--- src/rtl/multicycle_control_unit_if.sv ---
// Control bus between the multicycle control FSM (master) and the datapath (slave).
// The control unit owns every datapath select/enable; the datapath supplies opcode and memory status.
interface multicycle_control_unit_if #(
  parameter int CNT_W = 16
);
  logic [5:0]       Opcode;
  logic             Zero;
  logic             MemReady;
  logic             PCWrite;
  logic             PCWriteCond;
  logic             IorD;
  logic             MemRead;
  logic             MemWrite;
  logic             MemtoReg;
  logic             IRWrite;
  logic             ALUSrcA;
  logic             RegWrite;
  logic             RegDst;
  logic [1:0]       PCSource;
  logic [1:0]       ALUOp;
  logic [1:0]       ALUSrcB;
  logic             InstrDone;
  logic             IllegalOp;
  logic [3:0]       State;
  logic [CNT_W-1:0] InstrCount;

  // Handshake: a memory access in FETCH/MEMRD/MEMWR completes on the edge where
  // MemRead/MemWrite and MemReady are both high; requests stay stable until then.
  modport master (
    input  Opcode, Zero, MemReady,
    output PCWrite, PCWriteCond, IorD, MemRead, MemWrite, MemtoReg, IRWrite,
           ALUSrcA, RegWrite, RegDst, PCSource, ALUOp, ALUSrcB,
           InstrDone, IllegalOp, State, InstrCount
  );

  modport slave (
    output Opcode, Zero, MemReady,
    input  PCWrite, PCWriteCond, IorD, MemRead, MemWrite, MemtoReg, IRWrite,
           ALUSrcA, RegWrite, RegDst, PCSource, ALUOp, ALUSrcB,
           InstrDone, IllegalOp, State, InstrCount
  );
endinterface

--- src/rtl/multicycle_control_unit.sv ---
// Multicycle MIPS control FSM: sequences each instruction over 3-5 cycles, waits on
// MemReady for memory states, flags illegal opcodes and counts retired instructions.
module multicycle_control_unit #(
  parameter int         CNT_W    = 16,
  parameter bit         MEM_WAIT = 1'b1,
  parameter logic [5:0] OP_JUMP  = 6'b010000,
  parameter bit         ADDI_EN  = 1'b1
) (
  input  logic                  clk,
  input  logic                  rst_n,
  multicycle_control_unit_if.master bus
);

  localparam logic [5:0] OP_RTYPE = 6'b000000;
  localparam logic [5:0] OP_LW    = 6'b100011;
  localparam logic [5:0] OP_SW    = 6'b101011;
  localparam logic [5:0] OP_BEQ   = 6'b000100;
  localparam logic [5:0] OP_ADDI  = 6'b001000;

  typedef enum logic [3:0] {
    S_IDLE   = 4'd0,
    S_FETCH  = 4'd1,
    S_DECODE = 4'd2,
    S_MEMADR = 4'd3,
    S_MEMRD  = 4'd4,
    S_MEMWB  = 4'd5,
    S_MEMWR  = 4'd6,
    S_EXEC   = 4'd7,
    S_ALUWB  = 4'd8,
    S_BRANCH = 4'd9,
    S_JUMP   = 4'd10,
    S_ADDIEX = 4'd11,
    S_ADDIWB = 4'd12
  } state_t;

  state_t           state, state_nxt;
  logic             mem_rdy;
  logic [CNT_W-1:0] count;
  logic             unused_zero;

  // Branch resolution lives in the datapath, so Zero is not needed here.
  assign unused_zero = bus.Zero;
  assign mem_rdy     = MEM_WAIT ? bus.MemReady : 1'b1;

  always_ff @(posedge clk or negedge rst_n) begin
    if (!rst_n) state <= S_IDLE;
    else        state <= state_nxt;
  end

  always_comb begin
    state_nxt       = S_FETCH;
    bus.PCWrite     = 1'b0;
    bus.PCWriteCond = 1'b0;
    bus.IorD        = 1'b0;
    bus.MemRead     = 1'b0;
    bus.MemWrite    = 1'b0;
    bus.MemtoReg    = 1'b0;
    bus.IRWrite     = 1'b0;
    bus.ALUSrcA     = 1'b0;
    bus.RegWrite    = 1'b0;
    bus.RegDst      = 1'b0;
    bus.PCSource    = 2'b00;
    bus.ALUOp       = 2'b00;
    bus.ALUSrcB     = 2'b00;
    bus.InstrDone   = 1'b0;
    bus.IllegalOp   = 1'b0;
    case (state)
      S_IDLE: state_nxt = S_FETCH;
      S_FETCH: begin
        bus.MemRead = 1'b1;
        bus.ALUSrcB = 2'b01;
        // PC and IR only update on the completing cycle, never while waiting.
        bus.IRWrite = mem_rdy;
        bus.PCWrite = mem_rdy;
        state_nxt   = mem_rdy ? S_DECODE : S_FETCH;
      end
      S_DECODE: begin
        bus.ALUSrcB = 2'b11;
        if (bus.Opcode == OP_LW || bus.Opcode == OP_SW) state_nxt = S_MEMADR;
        else if (bus.Opcode == OP_RTYPE)                state_nxt = S_EXEC;
        else if (bus.Opcode == OP_BEQ)                  state_nxt = S_BRANCH;
        else if (bus.Opcode == OP_JUMP)                 state_nxt = S_JUMP;
        else if (ADDI_EN && bus.Opcode == OP_ADDI)      state_nxt = S_ADDIEX;
        else begin
          bus.IllegalOp = 1'b1;
          bus.InstrDone = 1'b1;
          state_nxt     = S_FETCH;
        end
      end
      S_MEMADR: begin
        bus.ALUSrcA = 1'b1;
        bus.ALUSrcB = 2'b10;
        state_nxt   = (bus.Opcode == OP_SW) ? S_MEMWR : S_MEMRD;
      end
      S_MEMRD: begin
        bus.MemRead = 1'b1;
        bus.IorD    = 1'b1;
        state_nxt   = mem_rdy ? S_MEMWB : S_MEMRD;
      end
      S_MEMWB: begin
        bus.MemtoReg  = 1'b1;
        bus.RegWrite  = 1'b1;
        bus.InstrDone = 1'b1;
      end
      S_MEMWR: begin
        bus.MemWrite  = 1'b1;
        bus.IorD      = 1'b1;
        bus.InstrDone = mem_rdy;
        state_nxt     = mem_rdy ? S_FETCH : S_MEMWR;
      end
      S_EXEC: begin
        bus.ALUSrcA = 1'b1;
        bus.ALUOp   = 2'b10;
        state_nxt   = S_ALUWB;
      end
      S_ALUWB: begin
        bus.RegDst    = 1'b1;
        bus.RegWrite  = 1'b1;
        bus.InstrDone = 1'b1;
      end
      S_BRANCH: begin
        bus.ALUSrcA     = 1'b1;
        bus.ALUOp       = 2'b01;
        bus.PCWriteCond = 1'b1;
        bus.PCSource    = 2'b01;
        bus.InstrDone   = 1'b1;
      end
      S_JUMP: begin
        bus.PCWrite   = 1'b1;
        bus.PCSource  = 2'b10;
        bus.InstrDone = 1'b1;
      end
      S_ADDIEX: begin
        bus.ALUSrcA = 1'b1;
        bus.ALUSrcB = 2'b10;
        state_nxt   = S_ADDIWB;
      end
      S_ADDIWB: begin
        bus.RegWrite  = 1'b1;
        bus.InstrDone = 1'b1;
      end
      // Unused encodings recover to FETCH with everything deasserted.
      default: state_nxt = S_FETCH;
    endcase
  end

  always_ff @(posedge clk or negedge rst_n) begin
    if (!rst_n)             count <= '0;
    else if (bus.InstrDone) count <= count + {{(CNT_W-1){1'b0}}, 1'b1};
  end

  assign bus.State      = state;
  assign bus.InstrCount = count;

endmodule

--- src/flat_wrapper.sv ---
// flat-port wrapper written by rule: the top's interface ports become plain ports
module multicycle_control_unit_flat 
#(
  parameter int         CNT_W    = 16,
  parameter bit         MEM_WAIT = 1'b1,
  parameter logic [5:0] OP_JUMP  = 6'b010000,
  parameter bit         ADDI_EN  = 1'b1
)
  (clk, rst_n, bus_Opcode, bus_Zero, bus_MemReady, bus_PCWrite, bus_PCWriteCond, bus_IorD, bus_MemRead, bus_MemWrite, bus_MemtoReg, bus_IRWrite, bus_ALUSrcA, bus_RegWrite, bus_RegDst, bus_PCSource, bus_ALUOp, bus_ALUSrcB, bus_InstrDone, bus_IllegalOp, bus_State, bus_InstrCount);
  multicycle_control_unit_if #(.CNT_W(CNT_W)) bus_i ();
  input  logic clk;
  input  logic rst_n;
  input wire logic [$bits(bus_i.Opcode)-1:0] bus_Opcode;
  input wire logic [$bits(bus_i.Zero)-1:0] bus_Zero;
  input wire logic [$bits(bus_i.MemReady)-1:0] bus_MemReady;
  output wire logic [$bits(bus_i.PCWrite)-1:0] bus_PCWrite;
  output wire logic [$bits(bus_i.PCWriteCond)-1:0] bus_PCWriteCond;
  output wire logic [$bits(bus_i.IorD)-1:0] bus_IorD;
  output wire logic [$bits(bus_i.MemRead)-1:0] bus_MemRead;
  output wire logic [$bits(bus_i.MemWrite)-1:0] bus_MemWrite;
  output wire logic [$bits(bus_i.MemtoReg)-1:0] bus_MemtoReg;
  output wire logic [$bits(bus_i.IRWrite)-1:0] bus_IRWrite;
  output wire logic [$bits(bus_i.ALUSrcA)-1:0] bus_ALUSrcA;
  output wire logic [$bits(bus_i.RegWrite)-1:0] bus_RegWrite;
  output wire logic [$bits(bus_i.RegDst)-1:0] bus_RegDst;
  output wire logic [$bits(bus_i.PCSource)-1:0] bus_PCSource;
  output wire logic [$bits(bus_i.ALUOp)-1:0] bus_ALUOp;
  output wire logic [$bits(bus_i.ALUSrcB)-1:0] bus_ALUSrcB;
  output wire logic [$bits(bus_i.InstrDone)-1:0] bus_InstrDone;
  output wire logic [$bits(bus_i.IllegalOp)-1:0] bus_IllegalOp;
  output wire logic [$bits(bus_i.State)-1:0] bus_State;
  output wire logic [$bits(bus_i.InstrCount)-1:0] bus_InstrCount;
  assign bus_i.Opcode = bus_Opcode;
  assign bus_i.Zero = bus_Zero;
  assign bus_i.MemReady = bus_MemReady;
  assign bus_PCWrite = bus_i.PCWrite;
  assign bus_PCWriteCond = bus_i.PCWriteCond;
  assign bus_IorD = bus_i.IorD;
  assign bus_MemRead = bus_i.MemRead;
  assign bus_MemWrite = bus_i.MemWrite;
  assign bus_MemtoReg = bus_i.MemtoReg;
  assign bus_IRWrite = bus_i.IRWrite;
  assign bus_ALUSrcA = bus_i.ALUSrcA;
  assign bus_RegWrite = bus_i.RegWrite;
  assign bus_RegDst = bus_i.RegDst;
  assign bus_PCSource = bus_i.PCSource;
  assign bus_ALUOp = bus_i.ALUOp;
  assign bus_ALUSrcB = bus_i.ALUSrcB;
  assign bus_InstrDone = bus_i.InstrDone;
  assign bus_IllegalOp = bus_i.IllegalOp;
  assign bus_State = bus_i.State;
  assign bus_InstrCount = bus_i.InstrCount;
  multicycle_control_unit #(.CNT_W(CNT_W), .MEM_WAIT(MEM_WAIT), .OP_JUMP(OP_JUMP), .ADDI_EN(ADDI_EN)) u_core (.clk(clk), .rst_n(rst_n), .bus(bus_i));
endmodule
--- config.mk ---
export PLATFORM = sky130hd
export DESIGN_NAME = multicycle_control_unit_flat
export DESIGN_NICKNAME = d
export VERILOG_FILES = /design/src/rtl/multicycle_control_unit_if.sv /design/src/rtl/multicycle_control_unit.sv /design/src/flat_wrapper.sv
export SDC_FILE = /design/constraint.sdc
export NUM_CORES = 1
export LEC_CHECK = 0
export CORE_UTILIZATION = 41
export CTS_CLUSTER_DIAMETER = 40
export DETAILED_ROUTE_END_ITERATION = 7
export PLACE_DENSITY = 0.77
export SYNTH_ARGS = -nofsm -noshare
export SYNTH_HDL_FRONTEND = slang
export SYNTH_SLANG_ARGS = --single-unit
--- constraint.sdc ---
create_clock -name clk -period 1.6 [get_ports clk]
set_input_delay 0.16 -clock clk [delete_from_list [all_inputs] [get_ports clk]]
set_output_delay 0.16 -clock clk [all_outputs]
set_load 0.005 [all_outputs]
==> flow_metrics.env <==
export IMPL_status="finished with violations"
export IMPL_violations="negative setup slack"
export IMPL_synth_compound_area_share=0.1372
export IMPL_grt_usage=0.2594
export IMPL_r2r_end="u_core.bus.InstrCount[15]"
export IMPL_drt_iter0_drc=85
export IMPL_worst_setup_path_start_kind="register"
export IMPL_gp_congestion=0.8852
export IMPL_path_clk_slew_ns=0.12
export IMPL_num_nets_final=250
export IMPL_yosysWarnings=0
export IMPL_hold_path_class="input pin to asynchronous set/reset pin"
export IMPL_finalHoldViolCount=0
export IMPL_io_buffers=46
export IMPL_yosysTopAreaCellShare=0.3540
export IMPL_r2r_start="u_core.bus.State[3]"
export IMPL_avgSynthCellArea_um2=9.618
export IMPL_grt_pass1_wl_um=7017
export IMPL_peakVddDrop_mv=1.518
export IMPL_p_seq_frac=0.190
export IMPL_core_um2=3153
export IMPL_synthCells=147
export IMPL_finalWorstSetupSlack_ns=-0.3197
export IMPL_slew_headroom=0.6495
export IMPL_syn_area_um2=1414
export IMPL_synth_xor_area_frac=0.1053
export IMPL_n_fill_cell=203
export IMPL_drive_gt1_frac=0.5252
export IMPL_wl_per_cell_um=17.57
export IMPL_synthTopCellsByArea="dfrtp_1 (35%), xor2_1 (8.7%), nor4b_2 (6.4%), nand2_1 (5.0%), nor2_1 (4.2%)"
export IMPL_synth_seq_cells=20
export IMPL_cts_made_buffers=3
export IMPL_reg2reg_depth=7
export IMPL_drv_slew=0
export IMPL_finalClockSkew_ns=0.007707
export IMPL_finalPower_mw=4.281
export IMPL_ant_nets=0
export IMPL_dp_hpwl_um=2806
export IMPL_crit_family="simple AND/OR/NAND/NOR gates"
export IMPL_clk_latency_ns=0.30
export IMPL_worstPathRequired_ns=1.83
export IMPL_placement_rows=20
export IMPL_synth_ff_type="dfrtp_1"
export IMPL_slowest_delay_ns=0.48
export IMPL_antennaDiodeCount=0
export IMPL_powerDensity_nw_per_um2=1667
export IMPL_synth_fa_ha_area_frac=0.01681
export IMPL_p_leak_nw=1.219
export IMPL_synth_most_common_cell="dfrtp_1"
export IMPL_drc=0
export IMPL_globalRouteOverflowTotal=0
export IMPL_synth_cell_type_count=43
export IMPL_crit_path_cell_trace="nor4b_4 -> o221ai_2 -> buf_4 -> o211a_4 -> buf_12 -> nor4b_4 -> xor2_1"
export IMPL_dr_pass1_iters=4
export IMPL_pwr_share_comb=0.713
export IMPL_ys_top_cells_by_count="dfrtp_1 (20), nand2_1 (19), nor2_1 (16), xor2_1 (14)"
export IMPL_htreeDepth=1
export IMPL_critical_path_class="register to register"
export IMPL_post_route_util=0.8147
export IMPL_async_flop_share=1.000
export IMPL_crit_top_cell="nor4b_4"
export IMPL_vias=1509
export IMPL_area_delta_synth_final_pct=81.68
export IMPL_sw_frac_of_total=0.4226
export IMPL_die_area_um2=3688
export IMPL_cts_tree="yes"
export IMPL_max_freq_ghz=0.5209
export IMPL_drt_wl_total_um=4956
export IMPL_yosys_area_share_simple=0.3097
export IMPL_dieWidth_um=60.73
export IMPL_yosysTopAreaCell="dfrtp_1"
export IMPL_synth_edf_count=0
export IMPL_crit_path_max_fanout=7
export IMPL_avgViaCountPerCell=5.351
export IMPL_fp_dieH_um=60.73
export IMPL_post_place_ws_ns=-0.4962
export IMPL_maxCapViolations=0
export IMPL_p_int_mw=2.472
export IMPL_period_share=1.200
export IMPL_ff2ff_setup_slack_ns=-0.32
export IMPL_power_switching_mw=1.809
export IMPL_crit_arrival_ns=2.15
export IMPL_regArea_um2=505.5
export IMPL_grt_max_degree=14
export IMPL_clockBufferDepth=2
export IMPL_ios=48
export IMPL_fin_crit_ns=1.920
export IMPL_critPathSlowestCell="dfrtp_2"
export IMPL_grt_pass1_vias=1515
export IMPL_synth_top_family_by_area="simple AND/OR/NAND/NOR gates"
export IMPL_cp_end_kind="register"
export IMPL_syn_nets=158
export IMPL_final_cell_area_um2=2569
export IMPL_p_clk_frac=0.096
export IMPL_antenna_found_initial=0
export IMPL_tightest_slew_ns=0.5255
export IMPL_cp_buffers_inverters=2
export IMPL_yosysSeqAreaShare=0.3540
export IMPL_cts_root_buf="clkbuf_4"
export IMPL_rsz0062_at_grt="yes"
export IMPL_clock_sinks=20
export IMPL_start_util=0.4484
export IMPL_synthMuxAreaShare=0.007965
export IMPL_multi_input_area_um2=1080
export IMPL_setup_violations=27
export IMPL_post_dp_cell_area_um2=2079
## worst max path at each step
stage	from	to	slack [ns]	cells after the start
after floorplan	u_core.bus.State[0]	u_core.bus.InstrCount[1]	-0.08	7
after global placement	bus_Opcode[1]	bus_InstrDone	-0.49	6
after detailed placement	bus_Opcode[1]	bus_InstrDone	-0.50	6
after CTS	u_core.bus.State[2]	u_core.bus.InstrCount[14]	-0.24	7
after global routing	u_core.bus.State[3]	u_core.bus.InstrCount[15]	-0.35	7
final	u_core.bus.State[3]	u_core.bus.InstrCount[15]	-0.32	7
## logic make-up after synthesis
group           count (synthesis)
flops                          20
simple gates                   69
fa+ha+maj                       2
mux                             1
buf+inv                        16
compound gates                 22
xor+xnor                       17
## per-layer routing
layer	routed length (µm)	GRT usage
met1	2007	0.3068
met2	2596	0.4600
met3	247	0.03625
met4	105	0.1299
met5	0	0
## worst register-to-register path, cell delays in order, from the launching register on
cell and delay, ns:
dfrtp_2 0.48, nor4b_4 0.29, o221ai_2 0.15, buf_4 0.16, o211a_4 0.17, buf_12 0.16, nor4b_4 0.24, xor2_1 0.20
## what timing repair did
item / CTS / global route
pin swaps: 34 / 11
hold buffers: 0 / 0
setup buffers: 14 / 9
endpoints found under the setup margin: 35 / 41
gates cloned: 3 / 0
resized for setup: 110 / 42
## per-stage QoR
stage	setup TNS (ns)	hold WS, ns	std cells
after detailed placement	-8.207	0.4565	256
after global routing	-5.669	0.1327	282
after CTS	-3.818	0.1201	277
final	-4.105	0.1188	282
after floorplan	-0.7508	-0.1356	147
after global placement	-7.841	0.4523	256
## final cells by class
type                            count  area share
Inverter                            5    0.008281
Timing Repair Buffer               98      0.3327
Clock buffer                        3    0.008768
Sequential cell                    20      0.1968
Clock inverter                      1     0.01169
Multi-Input combinational cell    111      0.4204
Tap cell                           44     0.02143
## cells in the final DEF, fill, tap and decap left out, types with 3 or more instances in the layout
| cell type | Yosys | final |
|---|---|---|
| dlygate4sd2_1 | 0 | 3 |
| nand2b_4 | 0 | 3 |
| nor2_4 | 0 | 5 |
| nand2_4 | 0 | 4 |
| nor3_4 | 0 | 4 |
| inv_2 | 0 | 3 |
| buf_4 | 3 | 35 |
| nand3_1 | 3 | 3 |
| nor3_1 | 6 | 5 |
| nor2_1 | 16 | 9 |
| buf_6 | 3 | 14 |
| xor2_1 | 14 | 14 |
| nand2_1 | 19 | 13 |
| xnor2_1 | 3 | 3 |
| nor4b_4 | 1 | 7 |
| clkbuf_2 | 0 | 6 |
| clkdlybuf4s50_1 | 0 | 25 |
| dfrtp_2 | 0 | 4 |
| buf_2 | 3 | 11 |
| clkbuf_4 | 0 | 3 |
| dfrtp_1 | 20 | 16 |
## power groups by stage
stage                     combinational, mW  sequential [mW]  clock, mW
after floorplan                        1.07            0.792          0
after global placement                 2.01            0.770          0
after detailed placement               2.05            0.783          0
after CTS                              2.71            0.793      0.412
after global routing                   3.23            0.830      0.434
final                                  3.05            0.815      0.411
## sequential cells by signal, indices dropped and copies added (netlist names)
signal and flops:
u_core.bus.State 4, u_core.bus.InstrCount 16
No activity file was read; power rests on OpenSTA's default activity.
